$ cat src/rtl/linescanner_capture_ctrl.sv
// linescanner_capture_ctrl
// Line-scan sensor capture controller: sensor reset/sample sequencer, ADC
// load strobe generator, and a framed pixel stream with line counting and
// error flags.
// Optional macro LINESCAN_PIXEL_REG_EN: registers the pixel stream outputs
// (1-cycle latency) and runs line edge detection off the registered lval.
module linescanner_capture_ctrl #(
  parameter int DATA_WIDTH         = 8,
  parameter int CNT_WIDTH          = 8,
  parameter int RST_CVC_CYCLES     = 48,
  parameter int RST_CDS_CYCLES     = 7,
  parameter int SAMPLE_CYCLES      = 48,
  parameter int SAMPLE_TAIL_CYCLES = 6,
  parameter int LOAD_DELAY         = 3,
  parameter int LINE_PIXELS        = 1024
) (
  input  logic                  pixel_clock,
  input  logic                  n_reset,
  input  logic                  enable,
  input  logic                  continuous,
  input  logic                  start,
  input  logic [DATA_WIDTH-1:0] data,
  input  logic                  end_adc,
  input  logic                  lval,
  output logic                  rst_cvc,
  output logic                  rst_cds,
  output logic                  sample,
  output logic                  load_pulse,
  output logic [DATA_WIDTH-1:0] pixel_data,
  output logic                  pixel_valid,
  output logic                  line_start,
  output logic                  line_end,
  output logic [15:0]           line_count,
  output logic                  line_err,
  output logic                  overrun,
  output logic                  busy
);

  localparam int IW = $clog2(LINE_PIXELS + 1);

  // Terminal count for an N-cycle wait; N=0 is treated as a 1-cycle wait.
  function automatic logic [CNT_WIDTH-1:0] last_cnt(input int n);
    last_cnt = (n <= 1) ? '0 : CNT_WIDTH'(n - 1);
  endfunction

  typedef enum logic [2:0] {
    S_IDLE, S_CVC_WAIT, S_CDS_WAIT, S_WAIT_EADC, S_SAMPLE_HI, S_TAIL, S_RELEASE
  } seq_t;

  typedef enum logic [2:0] {
    LD_IDLE, LD_LVAL, LD_DELAY, LD_PULSE, LD_EADC_FE
  } ld_t;

  seq_t                 state, state_nx;
  ld_t                  ld_state, ld_nx;
  logic [CNT_WIDTH-1:0] cnt, ld_cnt;
  logic                 end_adc_q;
  logic                 end_adc_rise;

  assign end_adc_rise = end_adc && !end_adc_q;

  // ---------------- sensor sequencer ----------------

  // Sequencer state register and shared wait counter (cleared on state change).
  always_ff @(posedge pixel_clock or negedge n_reset) begin
    if (!n_reset) begin
      state <= S_IDLE;
      cnt   <= '0;
    end else begin
      state <= state_nx;
      cnt   <= (state_nx != state) ? '0 : cnt + 1'b1;
    end
  end

  // Sequencer next state; enable is only consulted in IDLE so a started
  // integration always runs through RELEASE.
  always_comb begin
    state_nx = state;
    case (state)
      S_IDLE:      if (enable && (continuous || start))    state_nx = S_CVC_WAIT;
      S_CVC_WAIT:  if (cnt == last_cnt(RST_CVC_CYCLES))     state_nx = S_CDS_WAIT;
      S_CDS_WAIT:  if (cnt == last_cnt(RST_CDS_CYCLES))     state_nx = S_WAIT_EADC;
      S_WAIT_EADC: if (end_adc)                             state_nx = S_SAMPLE_HI;
      S_SAMPLE_HI: if (cnt == last_cnt(SAMPLE_CYCLES))      state_nx = S_TAIL;
      S_TAIL:      if (cnt == last_cnt(SAMPLE_TAIL_CYCLES)) state_nx = S_RELEASE;
      S_RELEASE:                                            state_nx = S_IDLE;
      default:                                              state_nx = S_IDLE;
    endcase
  end

  // Sensor pins decoded from the sequencer state.
  always_comb begin
    rst_cvc = 1'b1;
    rst_cds = 1'b1;
    sample  = 1'b0;
    busy    = (state != S_IDLE);
    case (state)
      S_CVC_WAIT:  rst_cvc = 1'b0;
      S_CDS_WAIT,
      S_WAIT_EADC,
      S_TAIL:      begin rst_cvc = 1'b0; rst_cds = 1'b0; end
      S_SAMPLE_HI: begin rst_cvc = 1'b0; rst_cds = 1'b0; sample = 1'b1; end
      default:     ;
    endcase
  end

  // ---------------- load strobe FSM ----------------

  // Load FSM state register with its own delay counter.
  always_ff @(posedge pixel_clock or negedge n_reset) begin
    if (!n_reset) begin
      ld_state <= LD_IDLE;
      ld_cnt   <= '0;
    end else begin
      ld_state <= ld_nx;
      ld_cnt   <= (ld_nx != ld_state) ? '0 : ld_cnt + 1'b1;
    end
  end

  // Load FSM next state: conversion done, line drained, delay, strobe, re-arm.
  always_comb begin
    ld_nx = ld_state;
    case (ld_state)
      LD_IDLE:    if (end_adc)                          ld_nx = LD_LVAL;
      LD_LVAL:    if (!lval)                            ld_nx = LD_DELAY;
      LD_DELAY:   if (ld_cnt == last_cnt(LOAD_DELAY))   ld_nx = LD_PULSE;
      LD_PULSE:                                         ld_nx = LD_EADC_FE;
      LD_EADC_FE: if (!end_adc)                         ld_nx = LD_IDLE;
      default:                                          ld_nx = LD_IDLE;
    endcase
  end

  // Registered load strobe, one cycle per visit to LD_PULSE.
  always_ff @(posedge pixel_clock or negedge n_reset) begin
    if (!n_reset) load_pulse <= 1'b0;
    else          load_pulse <= (ld_state == LD_PULSE);
  end

  // Overrun: a new conversion finished before the previous load completed.
  // Cleared only while the sequencer is parked with enable low.
  always_ff @(posedge pixel_clock or negedge n_reset) begin
    if (!n_reset) begin
      end_adc_q <= 1'b0;
      overrun   <= 1'b0;
    end else begin
      end_adc_q <= end_adc;
      if (!enable && state == S_IDLE)            overrun <= 1'b0;
      else if (end_adc_rise && ld_state != LD_IDLE) overrun <= 1'b1;
    end
  end

  // ---------------- pixel stream ----------------

  logic                  lv, lv_q, line_fall, long_line;
  logic [DATA_WIDTH-1:0] data_hold;
  logic [IW-1:0]         pix_cnt;

  // Last valid pixel, held while lval is low.
  always_ff @(posedge pixel_clock or negedge n_reset) begin
    if (!n_reset)  data_hold <= '0;
    else if (lval) data_hold <= data;
  end

`ifdef LINESCAN_PIXEL_REG_EN
  logic lval_r;

  // Registered line-valid; the whole stream runs one cycle behind the pins.
  always_ff @(posedge pixel_clock or negedge n_reset) begin
    if (!n_reset) lval_r <= 1'b0;
    else          lval_r <= lval;
  end

  assign lv         = lval_r;
  assign pixel_data = data_hold;
`else
  assign lv         = lval;
  assign pixel_data = lval ? data : data_hold;
`endif

  assign pixel_valid = lv;
  assign line_start  = lv && (pix_cnt == '0);
  assign line_end    = lv && (pix_cnt == IW'(LINE_PIXELS - 1));
  assign line_fall   = lv_q && !lv;

  // Pixel index of the current pixel: zero between lines, saturating at
  // LINE_PIXELS; long_line remembers pixels beyond the saturation point.
  always_ff @(posedge pixel_clock or negedge n_reset) begin
    if (!n_reset) begin
      lv_q      <= 1'b0;
      pix_cnt   <= '0;
      long_line <= 1'b0;
    end else begin
      lv_q <= lv;
      if (!lv) begin
        pix_cnt   <= '0;
        long_line <= 1'b0;
      end else if (pix_cnt != IW'(LINE_PIXELS)) begin
        pix_cnt <= pix_cnt + 1'b1;
      end else begin
        long_line <= 1'b1;
      end
    end
  end

  // Line completion on lval falling edge: count it and flag a bad length.
  always_ff @(posedge pixel_clock or negedge n_reset) begin
    if (!n_reset) begin
      line_count <= '0;
      line_err   <= 1'b0;
    end else begin
      line_err <= line_fall && ((pix_cnt != IW'(LINE_PIXELS)) || long_line);
      if (line_fall) line_count <= line_count + 16'd1;
    end
  end

endmodule

$ cat config.mk
export PLATFORM = sky130hd
export DESIGN_NAME = linescanner_capture_ctrl
export DESIGN_NICKNAME = d
export VERILOG_FILES = /design/src/rtl/linescanner_capture_ctrl.sv
export SDC_FILE = /design/constraint.sdc
export NUM_CORES = 1
export LEC_CHECK = 0
export ABC_AREA = 1
export CAP_MARGIN = 5
export CORE_MARGIN = 2
export CORE_UTILIZATION = 58
export DETAILED_ROUTE_END_ITERATION = 8
export GPL_TIMING_DRIVEN = 1
export PLACE_DENSITY = 0.93
export SYNTH_ARGS = -nofsm -noshare
export SYNTH_HDL_FRONTEND = slang
export SYNTH_SLANG_ARGS = --single-unit
$ cat constraint.sdc
create_clock -name pixel_clock -period 2.2 [get_ports pixel_clock]
set_input_delay 0.44 -clock pixel_clock [delete_from_list [all_inputs] [get_ports pixel_clock]]
set_output_delay 0.44 -clock pixel_clock [all_outputs]
set_load 0.01 [all_outputs]
==> key figures, run 1 <==
Run status
  • Status: complete, but fails checks
  • Violated checks: setup timing

Critical path
  • CP Max Fanout: 2
  • WP data arrival: 1.78 ns
  • Crit path kind: register to output port
  • Slowest CP cell: dfrtp_1
  • CP cell instances: ha_1 -> nand2_1 -> nor2_2 -> nand3_2 -> nor3_2 -> nand2_1 -> nor3_2 -> buf_2
  • CP Launch Type: register
  • CP peak stage delay: 0.36 ns
  • Crit path capture type: output port
  • Critical Path RT: 1.76 ns

Final layout
  • Area growth syn-to-layout: 27.5%
  • Most common cell after layout, fill and taps aside: nand2_1
  • Diodes inserted: 0
  • Final Core Density: 76.8%
  • Final instance area: 3950 um2
  • Nets: 462
  • Most frequent cells in the layout: nand2_1 (85), dfrtp_1 (62), inv_1 (48)
  • Share of cells above drive strength 1: 12.3%

Drt
  • Initial DRC count: 123
  • Vias: 2576
  • First drt pass iteration count: 4
  • DR vias/cell: 5.07
  • Wire length per cell: 12.7 um
  • Total wire length: 6.45 mm
  • Post-route DRC violation count: 0
  • Detail Route Antenna Nets: 0

Clock tree
  • CTS tree: yes
  • # H-tree levels: 3
  • CTS Sinks: 63
  • Clock Path Buffers: 2
  • CTS buffer count: 9
  • Clock transition at the registers of the reported paths: 0.07 ns
  • Clk root buf: clkbuf_8
  • Clock Latency Late Sink: 0.34 ns

Worst hold path
  • Hold WC Path Type: input pin to async pin

Placement
  • RePlAce Congestion: 0.878
  • Placed inst area: 3760 um2
  • # port buffers: 48
  • DP HPWL: 4.49 mm

Pwr
  • Switching pwr: 994 uW
  • P_int: 2080 uW
  • Leakage power: 0.00203 uW
  • P per Cell Area: 779 nW/um2
  • Seq pwr share: 48.0%
  • Clock network power share: 27.0%
  • Maximum vdd drop: 568 uV
  • Sw Share: 32.3%
  • Gate power share: 25.0%

Synth
  • FF+latch count, synth: 63
  • Sequential share of the synthesized area: 51.0%
  • Synth warn: 0
  • Synth cell types: 31
  • Synthesized instance count: 363
  • Avg Cell Area, Syn: 8.52 um2
  • Syn Std Cell Area: 3090 um2
  • Syn nets: 389

STA
  • Min cycle time layout: 2.22 ns
  • FMAX: 450 MHz
  • Hold Slack: 0.100 ns
  • Fin. Hold Viols: 0
  • Setup Skew: 0.00631 ns
  • RSZ-0062 raised after global routing: true
  • Worst slew pin tran: 0.484 ns
  • Final Slew Violations: 0
  • Setup TNS: -0.0218 ns
  • Worst Slack Setup Final: -0.0218 ns
  • Final setup fails: 1
  • Slew headroom: 67.5%
  • Tcrit/Tclk final: 101%

Global route
  • Largest net degree at the start of global routing: 64
  • Total track usage: 24.0%
  • Vias in the first global route: 2548
  • Remaining Overflow, GRT: 0
  • Number of antenna violations at the first check in global routing: 0
  • First-pass GRT wire length: 11.2 mm

Floorplanning
  • Die W: 77.0 um
  • Die Ht: 77.0 um
  • Starting Density: 60.2%
  • Core box area: 5140 um2
  • Row count: 26
  • Die Area: 5940 um2
  • Io pins: 49

Job
  • Total of max-cap violations: 0
## worst paths after layout
check	from	end	slack, ns	cells after the start
setup / recovery	pix_cnt[0]	line_end	-0.02	8
hold / removal	n_reset	end_adc_q	0.10	2
setup reg to reg	pix_cnt[0]	pix_cnt[10]	0.43	10
hold reg to reg	data_hold[6]	data_hold[6]	0.46	2
max in group asynchronous	n_reset	cnt[6]	1.83	2
min in group pixel_clock	data_hold[6]	data_hold[6]	0.46	2
## per-stage QoR
stage	setup WS, ns	cells	power, uW
after floorplan	0.410	363	1910
after global placement	-0.0783	492	2230
after detailed placement	-0.143	492	2270
after CTS	-0.103	506	3110
after global routing	-0.110	508	3260
final	-0.0218	508	3080
## critical path: cells and delay by family, from the launching register on
family,cells,cell delay (ns)
simple gates,6,0.77
buf+inv,1,0.15
flops,1,0.36
fa+ha+maj,1,0.16
## final cells by class
type | count | area [um2]
flip-flops and latches | 63 | 1580
multi-input cells | 245 | 1330
fillers | 367 | 1190
repair buffers | 66 | 611
inverters | 51 | 191
clock buffers | 11 | 141
well taps | 70 | 87.6
clock inverters | 2 | 10.0
## flip-flops by register name, indices dropped and copies added (netlist names)
name	cells
cnt	8
data_hold	8
end_adc_q	1
ld_cnt	8
ld_state	3
line_count	16
line_err	1
load_pulse	1
long_line	1
lv_q	1
overrun	1
pix_cnt	11
state	3
## cell usage after synthesis (all sizes together)
cell type / number / share of area (%)
a21oi: 8 / 1.3
nand2: 88 / 11
nor3b: 1 / 0.24
o21ba: 1 / 0.32
or2: 1 / 0.20
nor4: 2 / 0.40
nand3: 23 / 3.9
a31oi: 2 / 0.40
ha: 11 / 4.4
xor2: 18 / 5.1
o21ai: 12 / 1.9
clkbuf: 3 / 0.36
a211oi: 1 / 0.24
nor3: 13 / 2.6
nor2: 51 / 6.8
buf: 1 / 0.24
xnor2: 6 / 1.7
nand4: 4 / 0.81
dfrtp: 63 / 51
inv: 51 / 6.2
o21bai: 2 / 0.49
nand3b: 1 / 0.24
## power by group through the flow
stage                     registers (uW)  logic [uW]  clock network, uW
after detailed placement            1490         782                  0
final                               1470         769                831
after floorplan                     1490         422                  0
after global placement              1480         744                  0
after CTS                           1470         779                854
after global routing                1500         864                894
## layer usage
metal	global-route usage [%]	up-vias	share of wire, %
li1	-	1279	-
met1	28.2	1227	44
met2	41.1	58	50
met3	6.71	12	3.8
met4	11.1	0	2.0
met5	0	-	0
## what timing repair did
action                                  4_1_cts  5_1_grt
hold buffers                                  0        0
resized for setup                            19        7
buffers inserted                              1        2
pin swaps                                     0        4
endpoints found under the setup margin       12        5
## logic make-up (layout without fill, tap and decap cells)
| family | Yosys count | after routing | synth area share [%] |
|---|---|---|---|
| buffers and inverters | 55 | 130 | 6.79 |
| xor gates and xnor gates | 24 | 24 | 6.79 |
| and+or+nand+nor | 184 | 184 | 26.3 |
| DFF | 63 | 63 | 51.0 |
| AOI/OAI and AO/OA | 26 | 26 | 4.69 |
| adders and majority gates | 11 | 11 | 4.45 |
Note: power is estimated with default switching activity, not from simulation.
==> run 2, diff against run 1 <==
--- a/config.mk
+++ b/config.mk
@@ -8,10 +8,11 @@
 export ABC_AREA = 1
 export CAP_MARGIN = 5
 export CORE_MARGIN = 2
-export CORE_UTILIZATION = 58
+export CORE_UTILIZATION = 53
+export CTS_CLUSTER_DIAMETER = 80
 export DETAILED_ROUTE_END_ITERATION = 8
 export GPL_TIMING_DRIVEN = 1
-export PLACE_DENSITY = 0.93
+export PLACE_DENSITY = 0.87
 export SYNTH_ARGS = -nofsm -noshare
 export SYNTH_HDL_FRONTEND = slang
 export SYNTH_SLANG_ARGS = --single-unit
==> constraint.sdc (replaced) <==
create_clock -name pixel_clock -period 2.16 [get_ports pixel_clock]
set_input_delay 0.432 -clock pixel_clock [delete_from_list [all_inputs] [get_ports pixel_clock]]
set_output_delay 0.432 -clock pixel_clock [all_outputs]
set_load 0.01 [all_outputs]
==> run 2 against run 1 <==
The run now ends clean; combinational power rose by 7.0%; clock power is 36% higher; worst setup slack better by 0.063 ns; via count grew 3.2%; die area rose by 8.9%; core utilization down 3.3 points; design area rose by 3.7%; wire length is 6.2% higher; first-iteration DRC count up 0.81%; flip-flop and latch count unchanged; worst hold slack about the same; global-route usage is 0.71 points lower; largest power group unchanged.
==> key figures, run 2 (synthesized netlist as in run 1, its figures left out) <==
Floorplanning
  • Row count: 27 (was 26)
  • Die W: 80.4 um (was 77.0 um)
  • Io pins: 49 (unchanged)
  • Core box area: 5570 um2 (was 5140 um2)
  • Die Area: 6460 um2 (was 5940 um2)
  • Die Ht: 80.4 um (was 77.0 um)
  • Starting Density: 55.5% (was 60.2%)

Clock tree
  • CTS tree: yes (unchanged)
  • Clock Path Buffers: 2 (unchanged)
  • Clock transition at the registers of the reported paths: 0.07 ns (about the same)
  • CTS buffer count: 9 (unchanged)
  • # H-tree levels: 3 (unchanged)
  • Clock Latency Late Sink: 0.34 ns (about the same)
  • Clk root buf: clkbuf_8 (unchanged)
  • CTS Sinks: 63 (unchanged)
  • Hold_buf cts: 0 (unchanged)

Global route
  • Largest net degree at the start of global routing: 64 (unchanged)
  • Remaining Overflow, GRT: 0 (unchanged)
  • First-pass GRT wire length: 11.7 mm (was 11.2 mm)
  • Total track usage: 23.3% (was 24.0%)
  • Number of antenna violations at the first check in global routing: 0 (unchanged)
  • Vias in the first global route: 2653 (was 2548)

Pwr
  • Pwr Total: 3460 uW (was 3080 uW)
  • Maximum vdd drop: 637 uV (was 568 uV)
  • Leakage power: 0.00210 uW (was 0.00203 uW)
  • P per Cell Area: 845 nW/um2 (was 779 nW/um2)

Final layout
  • Share of cells above drive strength 1: 15.1% (was 12.3%)
  • Top Registers: line_count (16), pix_cnt (11) (unchanged)
  • Diodes inserted: 0 (unchanged)
  • Max FFs per register: 16 (unchanged)
  • Finished Layout Cells: 515 (was 508)
  • Nets: 464 (was 462)
  • Most frequent cells in the layout: nand2_1 (83), dfrtp_1 (63), inv_1 (46) (was nand2_1 (85), dfrtp_1 (62), inv_1 (48))
  • Most common cell after layout, fill and taps aside: nand2_1 (unchanged)
  • Biggest register: line_count (unchanged)
  • Area growth syn-to-layout: 32.3% (was 27.5%)
  • Final instance area: 4090 um2 (was 3950 um2)

STA
  • Setup Skew: 0.00962 ns (was 0.00631 ns)
  • Final Slew Violations: 0 (unchanged)
  • Final setup fails: 0 (was 1)
  • Tcrit/Tclk final: 98.1%
  • RSZ-0062 raised after global routing: true (unchanged)
  • Min cycle time layout: 2.12 ns
  • Fin. Hold Viols: 0 (unchanged)
  • Worst slew pin tran: 0.330 ns (was 0.484 ns)
  • Slew headroom: 77.8% (was 67.5%)
  • Worst Slack Setup Final: 0.0413 ns (was -0.0218 ns)
  • FMAX: 472 MHz
  • Hold Slack: 0.100 ns (about the same)

Drt
  • Initial DRC count: 124 (was 123)
  • Wire length per cell: 13.3 um (was 12.7 um)
  • First drt pass iteration count: 4 (unchanged)
  • Post-route DRC violation count: 0 (unchanged)
  • Detail Route Antenna Nets: 0 (unchanged)
  • DR vias/cell: 5.16 (was 5.07)
  • Vias: 2658 (was 2576)
  • Total wire length: 6.86 mm (was 6.45 mm)

Placement
  • Placed inst area: 3770 um2 (was 3760 um2)
  • DP HPWL: 4.60 mm (was 4.49 mm)
  • RePlAce Congestion: 0.868 (was 0.878)
  • # port buffers: 48 (unchanged)
  • Worst slack at placement: -0.151 ns (was -0.143 ns)
  • Placed insts: 495 (was 492)

Critical path
  • CP Max Fanout: 4 (was 2)
  • Critical Path RT: 1.73 ns (was 1.76 ns)
  • CP cell instances: buf_4 -> ha_1 -> clkdlybuf4s50_1 (was ha_1 -> nand2_1 -> nor2_2 -> nand3_2 -> nor3_2 -> nand2_1 -> nor3_2 -> buf_2)
  • Slowest CP cell: clkdlybuf4s50_1 (was dfrtp_1)
  • CP peak stage delay: 0.54 ns (was 0.36 ns)
  • CP Buf/Inv Count: 2 (was 1)
  • Crit path capture type: output port (unchanged)
  • Crit path kind: register to output port (unchanged)
  • Worst path top cell family by delay: buffers and inverters (was simple AND/OR/NAND/NOR gates)
  • WP data arrival: 1.69 ns (was 1.78 ns)
  • CP Launch Type: register (unchanged)

Job
  • Total of max-cap violations: 0 (unchanged)

Worst hold path
  • Hold WC Path Type: input pin to async pin (unchanged)

Run status
  • Status: finished, final reports clean (was complete, but fails checks)
run 2: cell count changes in the layout (fill, tap and decap cells not counted), moves of 2 or more:
cell      previous run  this run
clkbuf_8            10        14
ha_1                11         9
inv_1               48        46
nand2_1             85        83
nand2_2              2         4
nor2_4               2         4
run 2: through the flow:
step / setup TNS (ns) / util (%)
2_1_floorplan: 0 / -
3_3_place_gp: -0.720 / 67.7
3_5_place_dp: -1.05 / 67.7
4_1_cts: -0.0944 / 72.3
5_1_grt: -0.0364 / 73.4
6_report: 0 / 73.4
run 2: repair_timing:
| item | CTS | global route |
|---|---|---|
| buffers inserted | 3 | 1 |
| hold endpoints to repair | 0 | 0 |
| resized for setup | 25 | 15 |
| pin swaps | 4 | 9 |
| endpoints found under the setup margin | 12 | 3 |
run 2: area by class of cell:
cell class | instances | area [um2]
multi-input combinational | 245 | 1380
clock inverter | 2 | 35.0
fill | 387 | 1480
inverter | 51 | 194
clock buffer | 14 | 193
tap | 72 | 90.1
sequential | 63 | 1580
timing repair buffer | 68 | 627
run 2: report_power, final:
part	total (uW)	internal (uW)	switching, uW
Combinational	823	371	453
Clock	1130	689	445
Sequential	1500	1340	162
Total	3460	2400	1060
run 2: per-layer routing:
| layer | vias to the layer above | wire length, um | part of all wire [%] | global-route usage, % |
|---|---|---|---|---|
| li1 | 1293 | - | - | - |
| met1 | 1299 | 3020 | 44 | 30.0 |
| met2 | 57 | 3500 | 51 | 37.5 |
| met3 | 9 | 236 | 3.4 | 4.49 |
| met4 | 0 | 106 | 1.5 | 12.0 |
| met5 | - | 0 | 0 | 0 |
run 2: final timing paths:
path,from,endpoint,slack (ns),cells after the start
setup / recovery,state[2],rst_cds,0.04,3
hold / removal,n_reset,data_hold[0],0.10,2
hold reg to reg,data_hold[3],data_hold[3],0.46,2
min in group pixel_clock,data_hold[3],data_hold[3],0.46,2
setup reg to reg,cnt[0],cnt[2],0.45,11
max in group asynchronous,n_reset,cnt[3],1.79,2
